--- config.mk ---
export PLATFORM = sky130hd
export DESIGN_NAME = aludec_stage_flat
export DESIGN_NICKNAME = d
export VERILOG_FILES = /design/src/rtl/aludec_stage_if.sv /design/src/rtl/aludec_stage.sv /design/src/flat_wrapper.sv
export SDC_FILE = /design/constraint.sdc
export NUM_CORES = 1
export LEC_CHECK = 0
export BUFFER_PORTS_ARGS = -buffer_cell sky130_fd_sc_hd__buf_2
export CORE_ASPECT_RATIO = 0.75
export CORE_UTILIZATION = 35
export CTS_BUF_LIST = sky130_fd_sc_hd__clkbuf_4 sky130_fd_sc_hd__clkbuf_8 sky130_fd_sc_hd__clkbuf_16
export DETAILED_ROUTE_END_ITERATION = 8
export MAX_ROUTING_LAYER = met4
export PLACE_DENSITY = 0.65
export SYNTH_ARGS = -nofsm -noshare
export SYNTH_HDL_FRONTEND = slang
export SYNTH_SLANG_ARGS = --single-unit
--- constraint.sdc ---
create_clock -name clk -period 2.3 [get_ports clk]
set_input_delay 0.115 -clock clk [delete_from_list [all_inputs] [get_ports clk]]
set_output_delay 0.115 -clock clk [all_outputs]
set_load 0.03 [all_outputs]
--- src/rtl/aludec_stage_if.sv ---
// Handshake and result bundle between the ID stage, the ALU-control decode stage and EX.
// The slave modport is the decode stage; the master modport is its surrounding pipeline.
interface aludec_stage_if #(
    parameter int INSTR_W = 32,
    parameter int CTRL_W  = 5
);
    logic [INSTR_W-1:0] instrD;
    logic               in_valid;
    logic               in_ready;
    logic               flush;
    logic               out_valid;
    logic               out_ready;
    logic [CTRL_W-1:0]  alucontrol_o;
    logic               muldiv_o;
    logic               hilo_rd_o;
    logic               hilo_wr_o;
    logic               illegal_o;
    logic               muldiv_busy_o;

    modport slave (
        input  instrD, in_valid, flush, out_ready,
        output in_ready, out_valid, alucontrol_o, muldiv_o,
               hilo_rd_o, hilo_wr_o, illegal_o, muldiv_busy_o
    );

    modport master (
        output instrD, in_valid, flush, out_ready,
        input  in_ready, out_valid, alucontrol_o, muldiv_o,
               hilo_rd_o, hilo_wr_o, illegal_o, muldiv_busy_o
    );
endinterface

--- src/rtl/aludec_stage.sv ---
// Registered ALU-control decode stage (ID->EX) with a mul/div busy tracker.
// Optional macro ALUDEC_ARITH_EN adds ADD/ADDU/SUB/SUBU/SLT/SLTU (R and I forms).
module aludec_stage #(
    parameter int INSTR_W = 32,
    parameter int CTRL_W  = 5,
    parameter int MUL_LAT = 2,
    parameter int DIV_LAT = 36,
    parameter int CNT_W   = 6
) (
    input  logic            clk,
    input  logic            rst,
    aludec_stage_if.slave   bus
);
    localparam logic [CTRL_W-1:0] SIG_ALU_AND   = CTRL_W'(1);
    localparam logic [CTRL_W-1:0] SIG_ALU_OR    = CTRL_W'(2);
    localparam logic [CTRL_W-1:0] SIG_ALU_XOR   = CTRL_W'(3);
    localparam logic [CTRL_W-1:0] SIG_ALU_NOR   = CTRL_W'(4);
    localparam logic [CTRL_W-1:0] SIG_ALU_LUI   = CTRL_W'(5);
    localparam logic [CTRL_W-1:0] SIG_ALU_SLL   = CTRL_W'(6);
    localparam logic [CTRL_W-1:0] SIG_ALU_SRL   = CTRL_W'(7);
    localparam logic [CTRL_W-1:0] SIG_ALU_SRA   = CTRL_W'(8);
    localparam logic [CTRL_W-1:0] SIG_ALU_SLLV  = CTRL_W'(9);
    localparam logic [CTRL_W-1:0] SIG_ALU_SRLV  = CTRL_W'(10);
    localparam logic [CTRL_W-1:0] SIG_ALU_SRAV  = CTRL_W'(11);
    localparam logic [CTRL_W-1:0] SIG_ALU_MFHI  = CTRL_W'(12);
    localparam logic [CTRL_W-1:0] SIG_ALU_MFLO  = CTRL_W'(13);
    localparam logic [CTRL_W-1:0] SIG_ALU_MTHI  = CTRL_W'(14);
    localparam logic [CTRL_W-1:0] SIG_ALU_MTLO  = CTRL_W'(15);
    localparam logic [CTRL_W-1:0] SIG_ALU_MULT  = CTRL_W'(16);
    localparam logic [CTRL_W-1:0] SIG_ALU_MULTU = CTRL_W'(17);
    localparam logic [CTRL_W-1:0] SIG_ALU_DIV   = CTRL_W'(18);
    localparam logic [CTRL_W-1:0] SIG_ALU_DIVU  = CTRL_W'(19);
`ifdef ALUDEC_ARITH_EN
    localparam logic [CTRL_W-1:0] SIG_ALU_ADD   = CTRL_W'(20);
    localparam logic [CTRL_W-1:0] SIG_ALU_ADDU  = CTRL_W'(21);
    localparam logic [CTRL_W-1:0] SIG_ALU_SUB   = CTRL_W'(22);
    localparam logic [CTRL_W-1:0] SIG_ALU_SUBU  = CTRL_W'(23);
    localparam logic [CTRL_W-1:0] SIG_ALU_SLT   = CTRL_W'(24);
    localparam logic [CTRL_W-1:0] SIG_ALU_SLTU  = CTRL_W'(25);
`endif
    localparam logic [CTRL_W-1:0] SIG_ALU_FAIL  = CTRL_W'(31);

    logic [5:0]        op;
    logic [5:0]        funct;
    logic [CTRL_W-1:0] dec_ctrl;
    logic              dec_muldiv, dec_hilo_rd, dec_hilo_wr, dec_illegal;
    logic              hazard, accept, handoff;

    logic              valid_q;
    logic [CTRL_W-1:0] ctrl_q;
    logic              muldiv_q, hilo_rd_q, hilo_wr_q, illegal_q;
    logic [CNT_W-1:0]  cnt_q, cnt_d;

    logic unused_instr_bits;
    assign unused_instr_bits = ^bus.instrD[INSTR_W-7:6];

    assign op    = bus.instrD[INSTR_W-1 -: 6];
    assign funct = bus.instrD[5:0];

    always_comb begin
        dec_ctrl = SIG_ALU_FAIL;
        if (op == 6'h00) begin
            case (funct)
                6'h24: dec_ctrl = SIG_ALU_AND;
                6'h25: dec_ctrl = SIG_ALU_OR;
                6'h26: dec_ctrl = SIG_ALU_XOR;
                6'h27: dec_ctrl = SIG_ALU_NOR;
                6'h00: dec_ctrl = SIG_ALU_SLL;
                6'h02: dec_ctrl = SIG_ALU_SRL;
                6'h03: dec_ctrl = SIG_ALU_SRA;
                6'h04: dec_ctrl = SIG_ALU_SLLV;
                6'h06: dec_ctrl = SIG_ALU_SRLV;
                6'h07: dec_ctrl = SIG_ALU_SRAV;
                6'h10: dec_ctrl = SIG_ALU_MFHI;
                6'h11: dec_ctrl = SIG_ALU_MTHI;
                6'h12: dec_ctrl = SIG_ALU_MFLO;
                6'h13: dec_ctrl = SIG_ALU_MTLO;
                6'h18: dec_ctrl = SIG_ALU_MULT;
                6'h19: dec_ctrl = SIG_ALU_MULTU;
                6'h1A: dec_ctrl = SIG_ALU_DIV;
                6'h1B: dec_ctrl = SIG_ALU_DIVU;
`ifdef ALUDEC_ARITH_EN
                6'h20: dec_ctrl = SIG_ALU_ADD;
                6'h21: dec_ctrl = SIG_ALU_ADDU;
                6'h22: dec_ctrl = SIG_ALU_SUB;
                6'h23: dec_ctrl = SIG_ALU_SUBU;
                6'h2A: dec_ctrl = SIG_ALU_SLT;
                6'h2B: dec_ctrl = SIG_ALU_SLTU;
`endif
                default: dec_ctrl = SIG_ALU_FAIL;
            endcase
        end else begin
            case (op)
                6'h0C: dec_ctrl = SIG_ALU_AND;
                6'h0D: dec_ctrl = SIG_ALU_OR;
                6'h0E: dec_ctrl = SIG_ALU_XOR;
                6'h0F: dec_ctrl = SIG_ALU_LUI;
`ifdef ALUDEC_ARITH_EN
                6'h08: dec_ctrl = SIG_ALU_ADD;
                6'h09: dec_ctrl = SIG_ALU_ADDU;
                6'h0A: dec_ctrl = SIG_ALU_SLT;
                6'h0B: dec_ctrl = SIG_ALU_SLTU;
`endif
                default: dec_ctrl = SIG_ALU_FAIL;
            endcase
        end
    end

    assign dec_illegal = (dec_ctrl == SIG_ALU_FAIL);
    assign dec_muldiv  = (dec_ctrl == SIG_ALU_MULT) || (dec_ctrl == SIG_ALU_MULTU) ||
                         (dec_ctrl == SIG_ALU_DIV)  || (dec_ctrl == SIG_ALU_DIVU);
    assign dec_hilo_rd = (dec_ctrl == SIG_ALU_MFHI) || (dec_ctrl == SIG_ALU_MFLO);
    assign dec_hilo_wr = dec_muldiv || (dec_ctrl == SIG_ALU_MTHI) || (dec_ctrl == SIG_ALU_MTLO);

    // A held mul/div counts as busy: it will start the unit as soon as EX takes it.
    assign hazard  = (dec_hilo_rd || dec_hilo_wr) && ((cnt_q != '0) || (valid_q && muldiv_q));
    assign bus.in_ready = !bus.flush && !hazard && (!valid_q || bus.out_ready);
    assign accept  = bus.in_valid && bus.in_ready;
    assign handoff = valid_q && bus.out_ready && !bus.flush && muldiv_q;

    always_comb begin
        cnt_d = cnt_q;
        if (handoff) begin
            cnt_d = ((ctrl_q == SIG_ALU_DIV) || (ctrl_q == SIG_ALU_DIVU)) ?
                    CNT_W'(DIV_LAT) : CNT_W'(MUL_LAT);
        end else if (cnt_q != '0) begin
            cnt_d = cnt_q - 1'b1;
        end
    end

    always_ff @(posedge clk or posedge rst) begin
        if (rst) begin
            valid_q   <= 1'b0;
            ctrl_q    <= '0;
            muldiv_q  <= 1'b0;
            hilo_rd_q <= 1'b0;
            hilo_wr_q <= 1'b0;
            illegal_q <= 1'b0;
            cnt_q     <= '0;
        end else begin
            cnt_q <= cnt_d;
            if (bus.flush) begin
                valid_q <= 1'b0;
            end else if (accept) begin
                valid_q   <= 1'b1;
                ctrl_q    <= dec_ctrl;
                muldiv_q  <= dec_muldiv;
                hilo_rd_q <= dec_hilo_rd;
                hilo_wr_q <= dec_hilo_wr;
                illegal_q <= dec_illegal;
            end else if (valid_q && bus.out_ready) begin
                valid_q <= 1'b0;
            end
        end
    end

    assign bus.out_valid     = valid_q;
    assign bus.alucontrol_o  = ctrl_q;
    assign bus.muldiv_o      = muldiv_q;
    assign bus.hilo_rd_o     = hilo_rd_q;
    assign bus.hilo_wr_o     = hilo_wr_q;
    assign bus.illegal_o     = illegal_q;
    assign bus.muldiv_busy_o = (cnt_q != '0);
endmodule

--- src/flat_wrapper.sv ---
// flat-port wrapper written by rule: the top's interface ports become plain ports
module aludec_stage_flat 
#(
    parameter int INSTR_W = 32,
    parameter int CTRL_W  = 5,
    parameter int MUL_LAT = 2,
    parameter int DIV_LAT = 36,
    parameter int CNT_W   = 6
)
  (clk, rst, bus_instrD, bus_in_valid, bus_flush, bus_out_ready, bus_in_ready, bus_out_valid, bus_alucontrol_o, bus_muldiv_o, bus_hilo_rd_o, bus_hilo_wr_o, bus_illegal_o, bus_muldiv_busy_o);
  aludec_stage_if #(.INSTR_W(INSTR_W), .CTRL_W(CTRL_W)) bus_i ();
  input  logic clk;
  input  logic rst;
  input wire logic [$bits(bus_i.instrD)-1:0] bus_instrD;
  input wire logic [$bits(bus_i.in_valid)-1:0] bus_in_valid;
  input wire logic [$bits(bus_i.flush)-1:0] bus_flush;
  input wire logic [$bits(bus_i.out_ready)-1:0] bus_out_ready;
  output wire logic [$bits(bus_i.in_ready)-1:0] bus_in_ready;
  output wire logic [$bits(bus_i.out_valid)-1:0] bus_out_valid;
  output wire logic [$bits(bus_i.alucontrol_o)-1:0] bus_alucontrol_o;
  output wire logic [$bits(bus_i.muldiv_o)-1:0] bus_muldiv_o;
  output wire logic [$bits(bus_i.hilo_rd_o)-1:0] bus_hilo_rd_o;
  output wire logic [$bits(bus_i.hilo_wr_o)-1:0] bus_hilo_wr_o;
  output wire logic [$bits(bus_i.illegal_o)-1:0] bus_illegal_o;
  output wire logic [$bits(bus_i.muldiv_busy_o)-1:0] bus_muldiv_busy_o;
  assign bus_i.instrD = bus_instrD;
  assign bus_i.in_valid = bus_in_valid;
  assign bus_i.flush = bus_flush;
  assign bus_i.out_ready = bus_out_ready;
  assign bus_in_ready = bus_i.in_ready;
  assign bus_out_valid = bus_i.out_valid;
  assign bus_alucontrol_o = bus_i.alucontrol_o;
  assign bus_muldiv_o = bus_i.muldiv_o;
  assign bus_hilo_rd_o = bus_i.hilo_rd_o;
  assign bus_hilo_wr_o = bus_i.hilo_wr_o;
  assign bus_illegal_o = bus_i.illegal_o;
  assign bus_muldiv_busy_o = bus_i.muldiv_busy_o;
  aludec_stage #(.INSTR_W(INSTR_W), .CTRL_W(CTRL_W), .MUL_LAT(MUL_LAT), .DIV_LAT(DIV_LAT), .CNT_W(CNT_W)) u_core (.clk(clk), .rst(rst), .bus(bus_i));
endmodule
# Word-level counts from Yosys, hierarchy flattened
# Memories as Yosys holds them, arrays and structs flattened.
# Cells that the tools add are included.
dict set report totals {
  reg_bits 16
  mem_bits_ro 320
  input_bits 37
  wordCells 59
  memories 1
}
# name words width read_ports rd_ports_with_merged_regs wr line
set memory_table {}
lappend memory_table {{(no name shown)} 64 5 1 0 0 aludec_stage.sv:63} ;# case (funct)
dict set report classes {
  n_addsub 1
  eq_ne 15
  muxes 8
  n_bitwise 1
  reduce_logical 26
}
# cell n
set op_table {}
lappend op_table {{$eq A5 B5 Y1 const B} 7}
lappend op_table {{$eq A6 B4 Y1 const B} 4}
lappend op_table {{$eq A5 B4 Y1 const B} 4}
lappend op_table {{$pmux W5 S4} 1}
lappend op_table {{$mux W6} 3}
lappend op_table {{$logic_or A1 B1 Y1} 10}
lappend op_table {{$logic_and A1 B1 Y1} 8}
lappend op_table {{$logic_not A6 Y1} 1}
lappend op_table {{$reduce_bool A6 Y1} 1}
lappend op_table {{$sub A6 B1 Y6 const B} 1}
lappend op_table {{$mux W5} 1}
lappend op_table {{$logic_not A1 Y1} 3}
lappend op_table {{$mux W1} 3}
lappend op_table {{$reduce_bool A3 Y1} 1}
lappend op_table {{$reduce_and A2 Y1} 1}
lappend op_table {{$reduce_bool A2 Y1} 1}
lappend op_table {{$not A1 Y1} 1}

# Depth between registers and ports, before layout
# Gate-level depths: netlist of run 1.
dict set report depth {
  ltp_word 17
  depth_mapped 8
}

# Worst setup path after synthesis of run 1
# OpenSTA, ideal clock, no wires.
dict set report synth_path {
  path_type {register to register}
  startpoint {reg u_core.cnt_q[0]}
  endpoint {reg u_core.ctrl_q[0], in the netlist u_core.bus.alucontrol_o[0]}
  arrival_ns 1.766
  slack_ns 0.410
  stages_incl_launch_ff 8
  path_cell_list {dfrtp_1 inv_1 ha_1 and3_1 clkbuf_1 nand2_1 a31oi_4 mux2_2}
}
dict set report synth_between {
  elab_chain_len 8
}
# item line
set synth_rtl {}
lappend synth_rtl {{start, declared} aludec_stage.sv:52} ;# logic [CNT_W-1:0] cnt_q, cnt_d;
lappend synth_rtl {{start signal, assigned} aludec_stage.sv:141} ;# cnt_q <= cnt_d;
lappend synth_rtl {{$reduce_bool A6 Y1} aludec_stage.sv:116} ;# assign hazard = (dec_hilo_rd || dec_hilo_wr) && ((cnt_q != '0) || (valid_q && muldiv_q));
lappend synth_rtl {{$logic_or A1 B1 Y1} aludec_stage.sv:116}
lappend synth_rtl {{$logic_and A1 B1 Y1} aludec_stage.sv:116}
lappend synth_rtl {{$logic_not A1 Y1} aludec_stage.sv:117} ;# assign bus.in_ready = !bus.flush && !hazard && (!valid_q || bus.out_ready);
lappend synth_rtl {{$logic_and A1 B1 Y1 (2 in a row)} aludec_stage.sv:117}
lappend synth_rtl {{$logic_and A1 B1 Y1} aludec_stage.sv:118} ;# assign accept = bus.in_valid && bus.in_ready;
lappend synth_rtl {{$reduce_and A2 Y1 (no line)} --}
lappend synth_rtl {{end signal, assigned} aludec_stage.sv:146} ;# ctrl_q <= dec_ctrl;
lappend synth_rtl {{end, declared} aludec_stage.sv:50} ;# logic [CTRL_W-1:0] ctrl_q;
# No other way between the ends.
# A chain may end at the register's enable or synchronous reset.

# Final worst setup path of run 1
dict set report layout_path {
  startpoint {reg u_core.cnt_q[0]}
  endpoint {reg u_core.hilo_rd_q, in the netlist u_core.bus.hilo_rd_o}
}
dict set report layout_between {
  elab_chain_len 8
}
# item line
set layout_rtl {}
lappend layout_rtl {{$reduce_bool A6 Y1} aludec_stage.sv:116}
lappend layout_rtl {{$logic_or A1 B1 Y1} aludec_stage.sv:116}
lappend layout_rtl {{$logic_and A1 B1 Y1} aludec_stage.sv:116}
lappend layout_rtl {{$logic_not A1 Y1} aludec_stage.sv:117}
lappend layout_rtl {{$logic_and A1 B1 Y1 (2 in a row)} aludec_stage.sv:117}
lappend layout_rtl {{$logic_and A1 B1 Y1} aludec_stage.sv:118}
lappend layout_rtl {{$reduce_and A2 Y1 (no line)} --}
lappend layout_rtl {{end signal, assigned} aludec_stage.sv:148} ;# hilo_rd_q <= dec_hilo_rd;
lappend layout_rtl {{end, declared} aludec_stage.sv:51} ;# logic muldiv_q, hilo_rd_q, hilo_wr_q, illegal_q;
# No other way between the ends.

==> metrics.txt, run 1 <==
status=completed; commonest non-fill, non-tap cell in the layout=buf_2; Compound-Gate Fraction of Synth Area=19.2%; crit path cell chain=inv_1 > ha_1 > and3_1 > nand2_1 > a31oi_4 > mux2_2; maximum level of the CTS H-tree=1; CTS tree=yes; Max-Cap Viols=0; Worst path depth=6; VDD IR max=0.343 mV; gr ovfl total=0; Rows=18; CTS Buffer Depth=2; Power Dens Cells=678 mW/mm^2; Placed Instances=196; Final Non-Filler Cells=201; vias in the first global route=about 1.0k; worst-path fanout max=10; ys async rst share=100%; Most used DFF post-synth=dfrtp_1; mean routed wirelength per cell=between 10 and 15 um; Die H=53.0 um; Worst Skew=0.00188 ns; Ports=49; EDFF count, synth=0; Adder-Cell Fraction of Synth Area=6.18%; Die X-Extent=70.0 um; crit path kind=flop to flop; antenna violations before repair=0; Filler cells=317; Worst Hold Class=primary input to flop; Leakage=around 0.00062 uW; critical path arrival=2.17 ns; Slew HR=59.0%; final WL=2.82 mm; Final setup viols=0; Period Utilization, post-route=between 80% and 90%; Initial Utilization=36.7%; crit end category=flop; Tightest Pin Transition=0.615 ns; core area=0.00331 mm^2; DR pass1 iterations=4; DRT iter0 DRCs=76; Synth Area in XOR/XNOR=between 2 and 3%; RSZ-0062 raised after global routing=false; Cell Area, Placed=0.00139 mm^2; number of vias per cell=5.45; Worst R2R End=u_core.bus.hilo_rd_o$_DFFE_PP0P_; Critical Path Source Type=flop; commonest non-fill, non-tap cells in the layout=28 x buf_2, 16 x dfrtp_1, 12 x nand2_1; synth unique cells=43; Worst-Skew Late Latency=between 0.2 and 0.3 ns; antenna fix cells=0; Synth Register Bits=16; Mapped Area=0.00121 mm^2; largest family of logic cells by synthesized area=simple AND/OR/NAND/NOR gates; Avg Inst Size Synth=9.20 um^2; Cells after Synth=between 100 and 150; layout cell share with drive strength beyond 1=31.7%; Port Buffers=28; Worst EP required=roughly 2.4 ns; DP HPWL=2.21 mm; Die ar.=0.00371 mm^2; Post-Synth Simple-Gate Area=21.1%; Layout Nets=205; sequential element share of the synthesized area=between 30% and 40%; CTS clk-pin slew, worst paths=0.06 ns; Tmin final=2.03 ns; setup bufs post-CTS=0; setup TNS=0 ns; Overall Global Routing Usage=around 16%; Pins Over Slew Limit=0; Max Clock Freq=492 MHz; reg2reg start=u_core.cnt_q[0]$_DFFE_PP0P_; R2R Setup Slk=0.27 ns; CTS root buf=clkbuf_8; CP Capture Point=u_core.bus.hilo_rd_o$_DFFE_PP0P_; Routed Antenna Nets=0; Crit path largest cell delay=0.38 ns; largest net degree at the start of global routing=17; Post-Layout Inst Area=0.00146 mm^2; cell family with most CP delay=simple AND/OR/NAND/NOR gates; Final Wtd Congestion=0.768; mux cell area share after synthesis=12.6%; CP startpoint=u_core.cnt_q[0]$_DFFE_PP0P_; syn_nets=175; TritonCTS Sinks=16; R2R cell count=6; crit path buf inv count=1; Slowest-stage cell, CP=dfrtp_1; Syn-to-layout area delta=19.9%; # hold bufs at CTS=1; CTS resizes=0; global-route wire length before repair=4.72 mm; Synthesis Warnings=0; DRC violations left=0; final hold violations=0; Num CTS Buffers=3; total number of vias=1096
==> area by class of cell <==
class | count | area (um^2) | area share (%)
Clock buffer | 4 | 55.1 | 3.78
Sequential cell | 16 | 400 | 27.5
Inverter | 11 | 41.3 | 2.84
Tap cell | 40 | 50.0 | 3.44
Timing Repair Buffer | 30 | 158 | 10.8
Multi-Input combinational cell | 100 | 752 | 51.6
==> cell families after synthesis <==
| kind of cell | count (synthesis) |
|---|---|
| and+or+nand+nor | 47 |
| xor gates and xnor gates | 4 |
| buffers and inverters | 16 |
| muxes | 14 |
| DFF | 16 |
| AOI/OAI and AO/OA | 29 |
| adders and majority gates | 6 |
==> layer usage <==
metal / vias up / wire, um / global-route usage, %
li1: 542 / - / -
met1: 513 / 1400 / 21.7
met2: 41 / 1230 / 27.6
met3: 0 / 188 / 3.43
met4: 0 / 0 / 0
met5: - / 0 / -
==> report_power, final <==
| part | switching [uW] | leakage, uW | internal, uW |
|---|---|---|---|
| Clock | 98.3 | 0.0000288 | 152 |
| Combinational | 192 | 0.000409 | 149 |
| Sequential | 50.0 | 0.000181 | 346 |
| Total | 340 | 0.000619 | 647 |
==> state kept, by name, indices dropped and copies added, names as in the netlist <==
name,flops
u_core.bus.muldiv_o,1
u_core.bus.hilo_rd_o,1
u_core.cnt_q,6
u_core.bus.hilo_wr_o,1
u_core.bus.out_valid,1
u_core.bus.illegal_o,1
u_core.bus.alucontrol_o,5
==> stage by stage <==
stage                     worst slack (ns)  total power, uW  util (%)  hold WS [ns]
after floorplan                      0.410              649         -        0.0287
after global placement               0.316              719      42.0         0.203
after detailed placement             0.281              737      42.0         0.219
after CTS                            0.262              993      44.0         0.188
after global routing                 0.104             1060      44.0         0.211
final                                0.269              987      44.0         0.186
==> synth_stat cells (all sizes together), types with 2 or more instances <==
cell type	count	area share (%)
ha	6	6.2
nor3b	2	1.6
clkbuf	3	0.93
a21oi	3	1.2
xnor2	2	1.4
inv	11	3.4
nor2	11	3.4
nand2	12	3.7
o22ai	2	1.0
o21ai	6	2.5
dfrtp	16	33
and2	2	1.0
o21a	3	1.9
o41ai	2	2.1
nor3	7	3.3
a211oi	3	1.9
mux2i	4	3.3
xor2	2	1.4
or3	4	2.5
buf	2	0.82
nand4	2	1.0
nor4	2	1.0
mux2	10	9.3
==> worst reg2reg max path, stage by stage (launching register included) <==
cell and delay, ns:
dfrtp_1 0.38, inv_1 0.09, ha_1 0.22, and3_1 0.30, nand2_1 0.16, a31oi_4 0.38, mux2_2 0.39
==> worst min path at each step <==
stage | endpoint | cells past startpoint | slack [ns] | start
after floorplan | u_core.bus.alucontrol_o[0]$_DFFE_PP0P_ | 1 | 0.03 | rst
after global placement | u_core.bus.hilo_rd_o$_DFFE_PP0P_ | 2 | 0.20 | rst
after detailed placement | u_core.bus.hilo_rd_o$_DFFE_PP0P_ | 2 | 0.22 | rst
after CTS | u_core.bus.out_valid$_DFFE_PP0P_ | 3 | 0.19 | bus_flush
after global routing | u_core.bus.out_valid$_DFFE_PP0P_ | 3 | 0.21 | bus_flush
final | u_core.bus.out_valid$_DFFE_PP0P_ | 3 | 0.19 | bus_flush
Note: power is estimated with default switching activity, not from simulation.
==> run 2: changes to the inputs <==
--- a/config.mk
+++ b/config.mk
@@ -7,11 +7,11 @@
 export LEC_CHECK = 0
 export BUFFER_PORTS_ARGS = -buffer_cell sky130_fd_sc_hd__buf_2
 export CORE_ASPECT_RATIO = 0.75
-export CORE_UTILIZATION = 35
+export CORE_UTILIZATION = 48
 export CTS_BUF_LIST = sky130_fd_sc_hd__clkbuf_4 sky130_fd_sc_hd__clkbuf_8 sky130_fd_sc_hd__clkbuf_16
 export DETAILED_ROUTE_END_ITERATION = 8
 export MAX_ROUTING_LAYER = met4
-export PLACE_DENSITY = 0.65
+export PLACE_DENSITY = 0.83
 export SYNTH_ARGS = -nofsm -noshare
 export SYNTH_HDL_FRONTEND = slang
 export SYNTH_SLANG_ARGS = --single-unit
==> run 2 against run 1 <==
  * Die area decreased by 26%
  * Final area is 2.7% lower
  * Global-route usage is 6.8 points higher
  * Clock power down 43%
  * First-iteration DRC count down 47%
  * Critical path depth is the same
  * Critical path type unchanged
  * Critical endpoint is now u_core.bus.alucontrol_o[2]$_DFFE_PP0P_
==> metrics.txt, run 2 (same netlist as run 1, synthesis figures left out) <==
status=completed; R2R cell count=6 (unchanged); Leakage=0.000604 uW (-2.4%); Die ar.=0.00274 mm^2 (-26%); setup TNS=0 ns (unchanged); Die H=45.6 um (-14%); Layout Nets=205 (unchanged); commonest non-fill, non-tap cell in the layout=buf_2; crit end category=flop; worst-path fanout max=10 (unchanged); Worst Skew=0.00893 ns (+0.00705 ns); largest reg by FF count=u_core.cnt_q; Final Wtd Congestion=0.869 (+13%); CP startpoint=u_core.cnt_q[0]$_DFFE_PP0P_; Num CTS Buffers=3 (unchanged); layout cell share with drive strength beyond 1=31.3% (-0.43 points); CTS clk-pin slew, worst paths=0.09 ns (+0.03 ns); Tmin final=2.15 ns (+0.120 ns); Worst Hold Class=primary input to flop; reg2reg start=u_core.cnt_q[0]$_DFFE_PP0P_; Combinational Power Share=39.3% (+4.8 points); R2R Setup Slk=0.15 ns (-0.12 ns); Worst R2R End=u_core.bus.alucontrol_o[2]$_DFFE_PP0P_; maximum level of the CTS H-tree=1 (unchanged); VDD IR max=0.510 mV (+49%); Internal=557 uW (-14%); Die X-Extent=60.1 um (-14%); core area=0.00235 mm^2 (-29%); P_sw=340 uW (about the same); Flop pwr share=44.7% (+4.6 points); Filler cells=210 (-34%); CTS root buf=clkbuf_4; Slew HR=58.6% (-0.34 points); largest net degree at the start of global routing=17 (unchanged); Worst EP required=2.46 ns (+0.03 ns); setup bufs post-CTS=0 (unchanged); Tightest Pin Transition=0.620 ns (+0.00507 ns); DP HPWL=2.13 mm (-3.6%); final WL=2.77 mm (-1.8%); CTS tree=yes; Cell Area, Placed=0.00138 mm^2 (-0.54%); vias in the first global route=997 (-4.4%); Post-Layout Inst Area=0.00142 mm^2 (-2.7%); Clk pwr share=16.0% (-9.4 points); gr ovfl total=0 (unchanged); max FFs per register=6 (unchanged); Routed Antenna Nets=0 (unchanged); total number of vias=1109 (+1.2%); global-route wire length before repair=4.48 mm (-5.1%); # hold bufs at CTS=1 (unchanged); Final Non-Filler Cells=194 (-3.5%); DRT iter0 DRCs=40 (-47%); Period Utilization, post-route=93.5% (+5.2 points); Power Dens Cells=633 mW/mm^2 (-6.5%); commonest non-fill, non-tap cells in the layout=28 x buf_2, 16 x dfrtp_1, 12 x nand2_1; Pins Over Slew Limit=0 (unchanged); Max-Cap Viols=0 (unchanged); Initial Utilization=51.8% (+15 points); Syn-to-layout area delta=16.6%; Layout Utilization=60.4% (+16 points); mean routed wirelength per cell=14.3 um (+1.7%); RSZ-0062 raised after global routing=false; CTS resizes=0 (unchanged); Sw Ratio=37.9% (+3.5 points); Placed Instances=190 (-3.1%); Critical Path Source Type=flop; Port Buffers=28 (unchanged); Max Clock Freq=465 MHz (-5.6%); antenna violations before repair=0 (unchanged); number of vias per cell=5.72 (+4.8%); critical path arrival=2.32 ns (+0.15 ns); Ports=49 (unchanged); Overall Global Routing Usage=23.1% (+6.8 points); final hold violations=0 (unchanged); Final setup viols=0 (unchanged); Worst-Skew Late Latency=0.28 ns (+0.03 ns); TritonCTS Sinks=16 (unchanged); post-route worst setup slack=0.149 ns (-0.120 ns); CTS Buffer Depth=2 (unchanged); Rows=15 (-3); crit path kind=flop to flop; DRC violations left=0 (unchanged); antenna fix cells=0 (unchanged); DR pass1 iterations=4 (unchanged); CP Capture Point=u_core.bus.alucontrol_o[2]$_DFFE_PP0P_; pre-CTS WS=0.222 ns (-0.0595 ns)
==> run 2: changes by cell type in the layout (fill, tap and decap cells not counted), sizes merged <==
cell,change
clkbuf,-1
==> run 2: area by class of cell <==
type / count / area [um^2] / share of cell area, %
Multi-Input combinational cell: 100 / 752 / 53.1
Sequential cell: 16 / 400 / 28.3
Timing Repair Buffer: 30 / 158 / 11.1
Tap cell: 34 / 42.5 / 3.00
Inverter: 11 / 41.3 / 2.92
Clock buffer: 3 / 22.5 / 1.59
==> run 2: worst max-delay path: stages, from the launching register on <==
cell     delay, ns
dfrtp_1       0.40
inv_1         0.10
ha_1          0.22
and3_1        0.33
nand2_1       0.17
a31oi_4       0.41
mux2_2        0.39
==> run 2: metal layers <==
metal / track usage [%] / vias up / wire [um]
met1: 32.2 / 525 / 1320
met5: - / - / 0
met4: 2.33 / 0 / 8
met3: 6.53 / 2 / 181
met2: 34.7 / 42 / 1250
li1: - / 540 / -
==> run 2: worst min-delay path by stage <==
stage / start / to / cells after the start
finish: bus_flush / u_core.bus.out_valid$_DFFE_PP0P_ / 3
global route: bus_flush / u_core.bus.out_valid$_DFFE_PP0P_ / 3
CTS: bus_flush / u_core.bus.out_valid$_DFFE_PP0P_ / 3
detailed placement: rst / u_core.bus.alucontrol_o[0]$_DFFE_PP0P_ / 2
global placement: rst / u_core.cnt_q[5]$_DFFE_PP0P_ / 2
floorplan: rst / u_core.bus.alucontrol_o[0]$_DFFE_PP0P_ / 1
==> run 2: power groups by stage <==
stage / combinational, uW / sequential, uW / clock (uW)
2_1_floorplan: 247 / 402 / 0
3_3_place_gp: 318 / 398 / 0
3_5_place_dp: 340 / 404 / 0
4_1_cts: 349 / 399 / 145
5_1_grt: 393 / 407 / 158
6_report: 352 / 401 / 143
==> run 2: through the flow <==
step           hold WS, ns  total power, uW
2_1_floorplan       0.0287              649
3_3_place_gp         0.193              716
3_5_place_dp         0.206              744
4_1_cts              0.158              893
5_1_grt              0.168              958
6_report             0.155              897
